[src/rtl/temp_alarm_trigger_pkg.sv]
// Shared types and helpers for the temperature alarm trigger.
// Provides the FSM state encoding, the default sample width and the
// millisecond-to-cycle conversion used to size the holdoff/repeat timers.
package alarm_pkg;

   localparam int TEMP_W_DEF = 13;

   typedef enum logic [2:0] {
      IDLE    = 3'd0,
      CONFIRM = 3'd1,
      FIRE    = 3'd2,
      ALARM   = 3'd3,
      HOLDOFF = 3'd4
   } state_e;

   // Converts a duration in ms to clock cycles; 64-bit so large products
   // of frequency and duration cannot overflow. Never returns zero.
   function automatic logic [63:0] ms_to_cycles(input logic [63:0] freq,
                                                input logic [63:0] ms);
      logic [63:0] cyc;
      cyc = (freq * ms) / 64'd1000;
      return (cyc == 64'd0) ? 64'd1 : cyc;
   endfunction

endpackage

[src/rtl/temp_alarm_trigger_if.sv]
// Sample stream, thresholds and trigger outputs of the temperature alarm.
// master: sensor/configuration side; slave: the alarm trigger itself.
interface temp_alarm_trigger_if
   import alarm_pkg::*;
#(
   parameter int TEMP_W = TEMP_W_DEF
);

   logic                     temp_valid;
   logic signed [TEMP_W-1:0] temp_data;
   logic signed [TEMP_W-1:0] thresh_hi;
   logic signed [TEMP_W-1:0] thresh_lo;
   logic                     control;
   logic                     alarm_active;
   logic [7:0]               fire_count;

   modport master (
      output temp_valid,
      output temp_data,
      output thresh_hi,
      output thresh_lo,
      input  control,
      input  alarm_active,
      input  fire_count
   );

   modport slave (
      input  temp_valid,
      input  temp_data,
      input  thresh_hi,
      input  thresh_lo,
      output control,
      output alarm_active,
      output fire_count
   );

endinterface

[src/rtl/temp_alarm_trigger_ms_timer.sv]
// Loadable down-counter used for the holdoff and repeat intervals.
// done is high while the count sits at 1, i.e. in the last cycle of the
// interval; the counter stops at zero.
module ms_timer #(
   parameter int CYC_W = 8
) (
   input  logic             clk,
   input  logic             reset,
   input  logic             load,
   input  logic [CYC_W-1:0] load_val,
   input  logic             en,
   output logic             done
);

   logic [CYC_W-1:0] count;

   // Load takes priority over counting; counting stops at zero.
   always_ff @(posedge clk or posedge reset) begin
      if (reset) begin
         count <= '0;
      end else if (load) begin
         count <= load_val;
      end else if (en && (count != '0)) begin
         count <= count - 1'b1;
      end
   end

   assign done = (count == CYC_W'(1));

endmodule

[src/rtl/temp_alarm_trigger.sv]
// Temperature alarm trigger: confirms CONFIRM_N consecutive over-threshold
// samples, then issues a single-cycle control pulse to the LED flasher.
// Hysteresis (thresh_hi/thresh_lo) plus a holdoff interval keep noise near
// the threshold from retriggering.
// Optional build macro ALARM_REPEAT_EN: while the alarm persists, re-fire
// the pulse every REPEAT_CYC cycles.
module temp_alarm_trigger
   import alarm_pkg::*;
#(
   parameter int SYS_FREQ   = 100000000,
   parameter int TEMP_W     = TEMP_W_DEF,
   parameter int CONFIRM_N  = 4,
   parameter int HOLDOFF_MS = 1000,
   parameter int REPEAT_MS  = 5000
) (
   input logic                 clk,
   input logic                 reset,
   temp_alarm_trigger_if.slave bus
);

   localparam logic [2:0] S_IDLE    = IDLE;
   localparam logic [2:0] S_CONFIRM = CONFIRM;
   localparam logic [2:0] S_FIRE    = FIRE;
   localparam logic [2:0] S_ALARM   = ALARM;
   localparam logic [2:0] S_HOLDOFF = HOLDOFF;

   localparam logic [63:0] HOLDOFF_CYC = ms_to_cycles(64'(SYS_FREQ), 64'(HOLDOFF_MS));
   localparam logic [63:0] REPEAT_RAW  = ms_to_cycles(64'(SYS_FREQ), 64'(REPEAT_MS));
   // At least two cycles so repeat pulses are never back to back.
   localparam logic [63:0] REPEAT_CYC  = (REPEAT_RAW < 64'd2) ? 64'd2 : REPEAT_RAW;
   localparam int          HOLD_W      = $clog2(HOLDOFF_CYC + 64'd1);
   localparam logic [7:0]  CONFIRM_N8  = 8'(CONFIRM_N);

   logic [2:0]               state;
   logic [2:0]               state_next;
   logic [7:0]               conf_cnt;
   logic [7:0]               conf_next;
   logic [7:0]               conf_inc;
   logic [7:0]               fire_count_r;
   logic signed [TEMP_W-1:0] temp_s;
   logic signed [TEMP_W-1:0] hi_s;
   logic signed [TEMP_W-1:0] lo_s;
   logic                     over;
   logic                     clear;
   logic                     hold_load;
   logic                     hold_done;
   logic                     rep_done;

   function automatic logic [7:0] sat_inc8(input logic [7:0] v);
      return (v == 8'hFF) ? v : v + 8'd1;
   endfunction

   assign temp_s   = bus.temp_data;
   assign hi_s     = bus.thresh_hi;
   assign lo_s     = bus.thresh_lo;
   assign conf_inc = conf_cnt + 8'd1;

   // Signed sample classification; an inverted band falls back to "below hi".
   always_comb begin
      over  = (temp_s >= hi_s);
      clear = (lo_s < hi_s) ? (temp_s <= lo_s) : (temp_s < hi_s);
   end

   // Next-state and confirm-counter decode; samples only act when valid.
   always_comb begin
      state_next = state;
      conf_next  = conf_cnt;
      hold_load  = 1'b0;
      case (state)
         S_IDLE: begin
            if (bus.temp_valid && over) begin
               conf_next  = 8'd1;
               state_next = (CONFIRM_N == 1) ? S_FIRE : S_CONFIRM;
            end
         end
         S_CONFIRM: begin
            if (bus.temp_valid) begin
               if (over) begin
                  conf_next = conf_inc;
                  if (conf_inc == CONFIRM_N8) begin
                     state_next = S_FIRE;
                  end
               end else begin
                  conf_next  = 8'd0;
                  state_next = S_IDLE;
               end
            end
         end
         S_FIRE: begin
            conf_next  = 8'd0;
            state_next = S_ALARM;
         end
         S_ALARM: begin
            // A clear sample beats a simultaneous repeat expiry.
            if (bus.temp_valid && clear) begin
               hold_load  = 1'b1;
               state_next = S_HOLDOFF;
            end else if (rep_done) begin
               state_next = S_FIRE;
            end
         end
         S_HOLDOFF: begin
            if (hold_done) begin
               state_next = S_IDLE;
            end
         end
         default: begin
            conf_next  = 8'd0;
            state_next = S_IDLE;
         end
      endcase
   end

   // State, confirm count and pulse count; the pulse count steps as FIRE is entered.
   always_ff @(posedge clk or posedge reset) begin
      if (reset) begin
         state        <= S_IDLE;
         conf_cnt     <= 8'd0;
         fire_count_r <= 8'd0;
      end else begin
         state    <= state_next;
         conf_cnt <= conf_next;
         if (state_next == S_FIRE) begin
            fire_count_r <= sat_inc8(fire_count_r);
         end
      end
   end

   ms_timer #(
      .CYC_W (HOLD_W)
   ) u_holdoff (
      .clk      (clk),
      .reset    (reset),
      .load     (hold_load),
      .load_val (HOLD_W'(HOLDOFF_CYC)),
      .en       (state == S_HOLDOFF),
      .done     (hold_done)
   );

`ifdef ALARM_REPEAT_EN
   // The FIRE cycle itself is one cycle of the repeat period, so the
   // timer covers the remaining REPEAT_CYC-1 ALARM cycles.
   localparam int REP_W = $clog2(REPEAT_CYC);

   ms_timer #(
      .CYC_W (REP_W)
   ) u_repeat (
      .clk      (clk),
      .reset    (reset),
      .load     (state == S_FIRE),
      .load_val (REP_W'(REPEAT_CYC - 64'd1)),
      .en       (state == S_ALARM),
      .done     (rep_done)
   );
`else
   logic unused_repeat;

   assign rep_done      = 1'b0;
   assign unused_repeat = (REPEAT_CYC != 64'd0);
`endif

   assign bus.control      = (state == S_FIRE);
   assign bus.alarm_active = (state == S_FIRE) || (state == S_ALARM);
   assign bus.fire_count   = fire_count_r;

endmodule

[src/flat_wrapper.sv]
// flat-port wrapper written by rule: the top's interface ports become plain ports
module temp_alarm_trigger_flat import alarm_pkg::*;
#(
   parameter int SYS_FREQ   = 100000000,
   parameter int TEMP_W     = TEMP_W_DEF,
   parameter int CONFIRM_N  = 4,
   parameter int HOLDOFF_MS = 1000,
   parameter int REPEAT_MS  = 5000
)
  (clk, reset, bus_temp_valid, bus_temp_data, bus_thresh_hi, bus_thresh_lo, bus_control, bus_alarm_active, bus_fire_count);
  temp_alarm_trigger_if #(.TEMP_W(TEMP_W)) bus_i ();
  input logic clk;
  input logic reset;
  input wire logic [$bits(bus_i.temp_valid)-1:0] bus_temp_valid;
  input wire logic [$bits(bus_i.temp_data)-1:0] bus_temp_data;
  input wire logic [$bits(bus_i.thresh_hi)-1:0] bus_thresh_hi;
  input wire logic [$bits(bus_i.thresh_lo)-1:0] bus_thresh_lo;
  output wire logic [$bits(bus_i.control)-1:0] bus_control;
  output wire logic [$bits(bus_i.alarm_active)-1:0] bus_alarm_active;
  output wire logic [$bits(bus_i.fire_count)-1:0] bus_fire_count;
  assign bus_i.temp_valid = bus_temp_valid;
  assign bus_i.temp_data = bus_temp_data;
  assign bus_i.thresh_hi = bus_thresh_hi;
  assign bus_i.thresh_lo = bus_thresh_lo;
  assign bus_control = bus_i.control;
  assign bus_alarm_active = bus_i.alarm_active;
  assign bus_fire_count = bus_i.fire_count;
  temp_alarm_trigger #(.SYS_FREQ(SYS_FREQ), .TEMP_W(TEMP_W), .CONFIRM_N(CONFIRM_N), .HOLDOFF_MS(HOLDOFF_MS), .REPEAT_MS(REPEAT_MS)) u_core (.clk(clk), .reset(reset), .bus(bus_i));
endmodule
[config.mk]
export PLATFORM = sky130hd
export DESIGN_NAME = temp_alarm_trigger_flat
export DESIGN_NICKNAME = d
export VERILOG_FILES = /design/src/rtl/temp_alarm_trigger_pkg.sv /design/src/rtl/temp_alarm_trigger_if.sv /design/src/rtl/temp_alarm_trigger_ms_timer.sv /design/src/rtl/temp_alarm_trigger.sv /design/src/flat_wrapper.sv
export SDC_FILE = /design/constraint.sdc
export NUM_CORES = 1
export LEC_CHECK = 0
export BUFFER_PORTS_ARGS = -buffer_cell sky130_fd_sc_hd__clkbuf_2
export CAP_MARGIN = 20
export CORE_UTILIZATION = 60
export CTS_CLUSTER_DIAMETER = 200
export DETAILED_ROUTE_END_ITERATION = 8
export HOLD_SLACK_MARGIN = 0.1
export PLACE_DENSITY = 0.86
export SLEW_MARGIN = 25
export SYNTH_ARGS = -nofsm -noshare
export SYNTH_HDL_FRONTEND = slang
export SYNTH_SLANG_ARGS = --single-unit
[constraint.sdc]
create_clock -name clk -period 4.3 [get_ports clk]
set_clock_uncertainty 0.2 [all_clocks]
set_input_delay 0.215 -clock clk [delete_from_list [all_inputs] [get_ports clk]]
set_output_delay 0.215 -clock clk [all_outputs]
set_load 0.005 [all_outputs]
### After elaboration in Yosys (flattened, before gate mapping)

Cells that the tools add are included.

| cells by class | value |
|---|---|
| $add $sub $neg | 3 |
| reductions and logical operators | 10 |
| order comparisons | 4 |
| mux-type cells | 16 |
| div/mod/pow operators | 0 |
| $mul | 0 |
| shifts and indexed selects | 0 |
| equality and inequality tests | 10 |
| bitwise logic cells | 2 |

Operators with widths:

| cell | count |
|---|---|
| $mux 27 | 2 |
| $eq 27x1->1 const B | 1 |
| $reduce_bool 27->1 | 1 |
| $sub 27x1->27 const B | 1 |
| $lt 13x13->1 | 2 |
| $mux 8 | 3 |
| $pmux 8 s3 | 1 |
| $mux 3 | 6 |
| $add 8x1->8 const B | 2 |
| $pmux 3 s5 | 1 |
| $ge 13x13->1 | 1 |
| $le 13x13->1 | 1 |
| $eq 3x2->1 const B | 3 |
| $eq 8x3->1 const B | 1 |
| $eq 8x8->1 const B | 1 |
| $eq 3x1->1 const B | 1 |
| $eq 3x3->1 const B | 1 |
| $logic_and 1x1->1 | 3 |
| $logic_not 3->1 | 1 |
| $mux 1 | 3 |
| $reduce_and 3->1 | 1 |
| $ne 2x1->1 const B | 1 |
| $ne 2x2->1 const B | 1 |
| $not 1->1 | 2 |
| 4 further kinds | 4 |

| storage, ports and cells | value |
|---|---|
| bits in writable memories | 0 |
| memories kept | 0 |
| word-level logic and storage cells | 49 |
| bits of input ports | 42 |
| ROM bits | 0 |
| output and inout port bits | 10 |
| latch bits | 0 |
| register bits | 46 |

### Longest topological paths before layout

| logic depth | value |
|---|---|
| word-level depth | 8 |
| gate-level depth with buffers | 9 |
| depth with buffers taken out | 8 |

### Cells and area by module

Synthesis repeated with hierarchy kept, for this count alone.

| second synthesis, totals | value |
|---|---|
| cell total of the unflattened synthesis | 425 |
| area, all modules | 3752.3 µm² |

Modules (own cells, without submodules):

| module | area each (µm²) | cells each | instances |
|---|---|---|---|
| temp_alarm_trigger | 2065.7 | 244 | 1 |
| ms_timer | 1686.6 | 181 | 1 |

### Worst setup path before layout

Ideal clock, no wire load.

| timing path | value |
|---|---|
| path type | reg2reg |
| start point | register u_core.u_holdoff.count[1] |
| end point | register u_core.fire_count_r[1] (netlist: u_core.bus.fire_count[1]) |
| stages on the path, launching flop included | 9 |
| period minus slack after synthesis | 2483 ps |
| data required time | 3975 ps |
| setup slack | 1817 ps |
| arrival time | 2158 ps |
| buffers on the path | 0 |
| path through | dfrtp_1 > inv_1 > ha_1 > or3b_1 > a221oi_2 > o221a_2 > o211ai_4 > or3_4 > mux2_4 |

| on the way | value |
|---|---|
| word-level cells in the longest chain between the ends | 5 |

Ends and longest elaborated chain:

| item | RTL line | text |
|---|---|---|
| from (decl) | temp_alarm_trigger_ms_timer.sv:15 | `logic [CYC_W-1:0] count;` |
| from (signal assigned) | temp_alarm_trigger_ms_timer.sv:22 | `count <= load_val;` |
| from (signal assigned) | temp_alarm_trigger_ms_timer.sv:24 | `count <= count - 1'b1;` |
| $eq 27x1->1 | temp_alarm_trigger_ms_timer.sv:28 | `assign done = (count == CYC_W'(1));` |
| $mux 3 | temp_alarm_trigger.sv:103 | `if (hold_done) begin` |
| $pmux 3 s5 | temp_alarm_trigger.sv:69 | `case (state)` |
| $eq 3x2->1 | temp_alarm_trigger.sv:123 | `if (state_next == S_FIRE) begin` |
| $reduce_and 2->1 (no line) | n/a |  |
| to (signal assigned) | temp_alarm_trigger.sv:124 | `fire_count_r <= sat_inc8(fire_count_r);` |
| to (decl) | temp_alarm_trigger.sv:39 | `logic [7:0] fire_count_r;` |

Every way passes these cells.
A chain may end at the register's enable or synchronous reset.

### Final worst setup path

| timing path | value |
|---|---|
| start point | register u_core.state[2] |
| end point | register u_core.fire_count_r[1] (netlist: u_core.bus.fire_count[1]) |

| on the way | value |
|---|---|
| word-level cells in the longest chain between the ends | 6 |
| elaborated cells between the ends (all ways) | 14 |
| those cells by class | eq/ne: 5; mux: 7; reduce/logical: 2 |

Ends and longest elaborated chain:

| item | RTL line | text |
|---|---|---|
| from (decl) | temp_alarm_trigger.sv:34 | `logic [2:0] state;` |
| from (signal assigned) | temp_alarm_trigger.sv:121 | `state <= state_next;` |
| $mux 3 | temp_alarm_trigger.sv:80 | `if (conf_inc == CONFIRM_N8) begin` |
| $mux 3 | temp_alarm_trigger.sv:78 | `if (over) begin` |
| $mux 3 | temp_alarm_trigger.sv:77 | `if (bus.temp_valid) begin` |
| $pmux 3 s5 * | temp_alarm_trigger.sv:69 |  |
| $eq 3x2->1 * | temp_alarm_trigger.sv:123 |  |
| $reduce_and 2->1 (no line) * | n/a |  |

Mark *: on every way between the ends. The rest lies on a longest branch, timed or not.

==> metrics.md <==
| Metric | Value |
|---|---|
| Die H | 78.9 um |
| Leak | 1.83 nW |
| Max clock buf depth | 2 |
| Status | completed |
| Setup CP Type | flip-flop to flip-flop |
| Post-route ant nets | 0 |
| GPL Wtd Cong | 0.868 |
| Sequential power share | 0.454 |
| Hold WC Path Type | input pin to flip-flop |
| Hold Startpoint | bus_temp_valid |
| CTS tree | built |
| Post-Route Utilization | 0.708 |
| Met2 routed WL | 4010 um |
| Share of cells above drive strength 1 | 0.176 |
| Hold depth | 3 |
| Clock tree sinks | 46 |
| CP Buf/Inv Count | 1 |
| Final Max Tran Viols | 0 |
| CP Cell Sequence | nand2b_1 -> inv_2 -> a221oi_2 -> o221a_2 -> o211ai_4 -> or3_4 -> mux2_4 |
| WHS | 0.136 ns |
| Critical Path AT | 2.94 ns |
| Tmin final | 2.95 ns |
| Post-synthesis register bit count | 46 |
| Met3 wire length | 356 um |
| Max layer used | met4 |
| Row count | 27 |
| Synth unique cells | 60 |
| Ys async rst share | 1.00 |
| CP required | 4.29 ns |
| Final setup viols | 0 |
| Hold endpoint | u_core.conf_cnt[2] |
| Yosys warns | 0 |
| WL/cell | 15.7 um |
| CP max-delay cell | nand2b_1 |
| Syn-to-layout area delta | 11.8% |
| R2R cell count | 7 |
| Post-synthesis net count | 475 |
| Clock root cell | clkbuf_8 |
| Initial antenna violation count | 0 |
| Worst Setup SP | u_core.state[2] |
| Pre-CTS WS | 1.21 ns |
| Net Switching | 602 uW |
| RSZ-0062 raised after global routing | false |
| Initial DRC Count | 225 |
| HPWL Detailed | 6200 um |
| Ports | 52 |
| Number of synthesized flops with an enable pin | 0 |
| First-pass GRT wire length | 13900 um |
| Clk_lat worst skew | 0.31 ns |
| CP Max Fanout | 18 |
| Total GRT Usage | 0.280 |
| Synth Area per Inst | 9.08 um2 |
| Final hold vios | 0 |
| Clock share of power | 0.184 |
| Core Area | 5610 um2 |
| Switching Fraction | 0.411 |
| Logic pwr share | 0.363 |
| Detailed Route WL | 8090 um |
| Vias after detailed routing | 3135 |
| R2r setup slk | 1.35 ns |
| PnR worst setup slack | 1.35 ns |
| I/O Buffers | 51 |
| Pint | 863 uW |
| Initial Utilization | 0.633 |
| Setup crit end kind | flip-flop |
| ANT cells | 0 |
| # fillers | 446 |
| H-tree depth | 2 |
| Measured slew at the worst slew-check pin | 0.851 ns |
| Max_cap viols | 0 |
| Worst r2r src | u_core.state[2] |
| Num CTS Buffers | 5 |
| Max Clk Rate | 339 MHz |
| Worst Setup Start Kind | flip-flop |
| Die width | 78.9 um |
| Max transition margin | 0.421 |
| Die area | 6230 um2 |
| Vias in the first global route | 3121 |
| Syn Std Cell Area | 3550 um2 |
| Worst VDD drop | 0.199 mV |
| Commonest non-fill, non-tap cells in the layout | 51 x clkbuf_2, 46 x dfrtp_1, 42 x ha_1 |
| Tot Pwr | 1.46 mW |
| Final setup TNS | 0 ns |
| Grt ovf | 0 |
| Part of the cycle the worst path needs | 0.685 |
| Top delay family on crit path | simple AND/OR/NAND/NOR gates |
| Main synth FF type | dfrtp_1 |
| Sequential-to-total area share from yosys stat | 0.324 |
| Routed vias/inst | 6.08 |
| Post-synthesis cell count | 391 |
| Met1 WL | 3620 um |
| CP max stage delay | 0.55 ns |
| First-pass detailed-route iteration total | 5 |
| R2r endpoint | u_core.bus.fire_count[1] |
| Pwr Density | 369 nW/um2 |
| Commonest non-fill, non-tap cell in the layout | clkbuf_2 |
| Final #Nets | 527 |
| Clock Pin Slew Worst Setup and Hold Paths | 0.10 ns |
| DRC Markers | 0 |
| Largest net degree at the start of global routing | 47 |
-- power groups by stage --
stage / sequential (mW) / combinational (mW) / clock, mW
floorplan: 0.629 / 0.406 / 0
global placement: 0.664 / 0.496 / 0
detailed placement: 0.665 / 0.529 / 0
CTS: 0.661 / 0.531 / 0.271
global route: 0.682 / 0.588 / 0.295
finish: 0.664 / 0.531 / 0.269
-- final cells by class --
cell class / instances / area (um2) / area share
Clock inverter: 3 / 21.3 / 0.00536
Tap cell: 72 / 90.1 / 0.0227
Sequential cell: 46 / 1150 / 0.290
Inverter: 36 / 135 / 0.0340
Timing Repair Buffer: 53 / 273 / 0.0687
Clock buffer: 5 / 68.8 / 0.0173
Multi-Input combinational cell: 301 / 2230 / 0.562
-- synthesized netlist by cell type, types with 7 or more instances --
| cell | n | area (um2) |
|---|---|---|
| dfrtp_1 | 46 | 1150 |
| ha_1 | 42 | 526 |
| inv_1 | 35 | 131 |
| a21oi_1 | 27 | 135 |
| o21ai_0 | 25 | 125 |
| xor2_1 | 25 | 219 |
| nand2_1 | 21 | 78.8 |
| nor2_1 | 18 | 67.6 |
| nand3_1 | 15 | 75.1 |
| and3_1 | 12 | 75.1 |
| nor4_1 | 9 | 56.3 |
| a31oi_1 | 8 | 50.1 |
| nor3_1 | 8 | 40.0 |
| nand2b_1 | 7 | 43.8 |
-- routing by layer --
| metal | vias to the layer above | track usage |
|---|---|---|
| li1 | 1536 | - |
| met1 | 1492 | 0.347 |
| met2 | 93 | 0.490 |
| met3 | 14 | 0.0609 |
| met4 | 0 | 0.0709 |
| met5 | - | 0 |
-- worst max path at each step --
stage                                            to  slack [ns]  depth (start not counted)
final                      u_core.bus.fire_count[1]        1.35                          7
after global routing       u_core.bus.fire_count[1]        1.21                          7
after CTS                  u_core.bus.fire_count[1]        1.38                          7
after detailed placement  u_core.u_holdoff.count[1]        1.21                          9
after global placement    u_core.u_holdoff.count[1]        1.30                          9
after floorplan            u_core.bus.fire_count[1]        1.82                          8
-- sequential cells by signal, indices dropped and copies added (netlist names) --
signal / cells
u_core.bus.fire_count: 8
u_core.conf_cnt: 8
u_core.state: 3
u_core.u_holdoff.count: 27
-- kinds of logic (layout without fill, tap and decap cells) --
family	after synthesis	count (layout)	share of synthesized area
AOI/OAI and AO/OA	94	94	0.172
buffers and inverters	44	97	0.0472
and+or+nand+nor	130	130	0.218
DFF	46	46	0.324
muxes	4	4	0.0141
xor gates and xnor gates	31	31	0.0765
adders and majority gates	42	42	0.148
-- stage by stage --
step,cells,area (um2)
CTS,516,3970
finish,516,3970
global route,516,3970
detailed placement,507,3870
floorplan,391,3550
global placement,507,3870
-- what timing repair did --
item	CTS	global route
hold endpoints to repair	46	0
hold buffers	1	0
setup buffers	0	0
resized for setup	0	0
-- worst register-to-register path: stages (launching register included) --
cell and delay (ns):
dfrtp_1 0.46, nand2b_1 0.55, inv_2 0.30, a221oi_2 0.26
o221a_2 0.25, o211ai_4 0.10, or3_4 0.43, mux2_4 0.30
No activity file was read; power rests on OpenSTA's default activity.
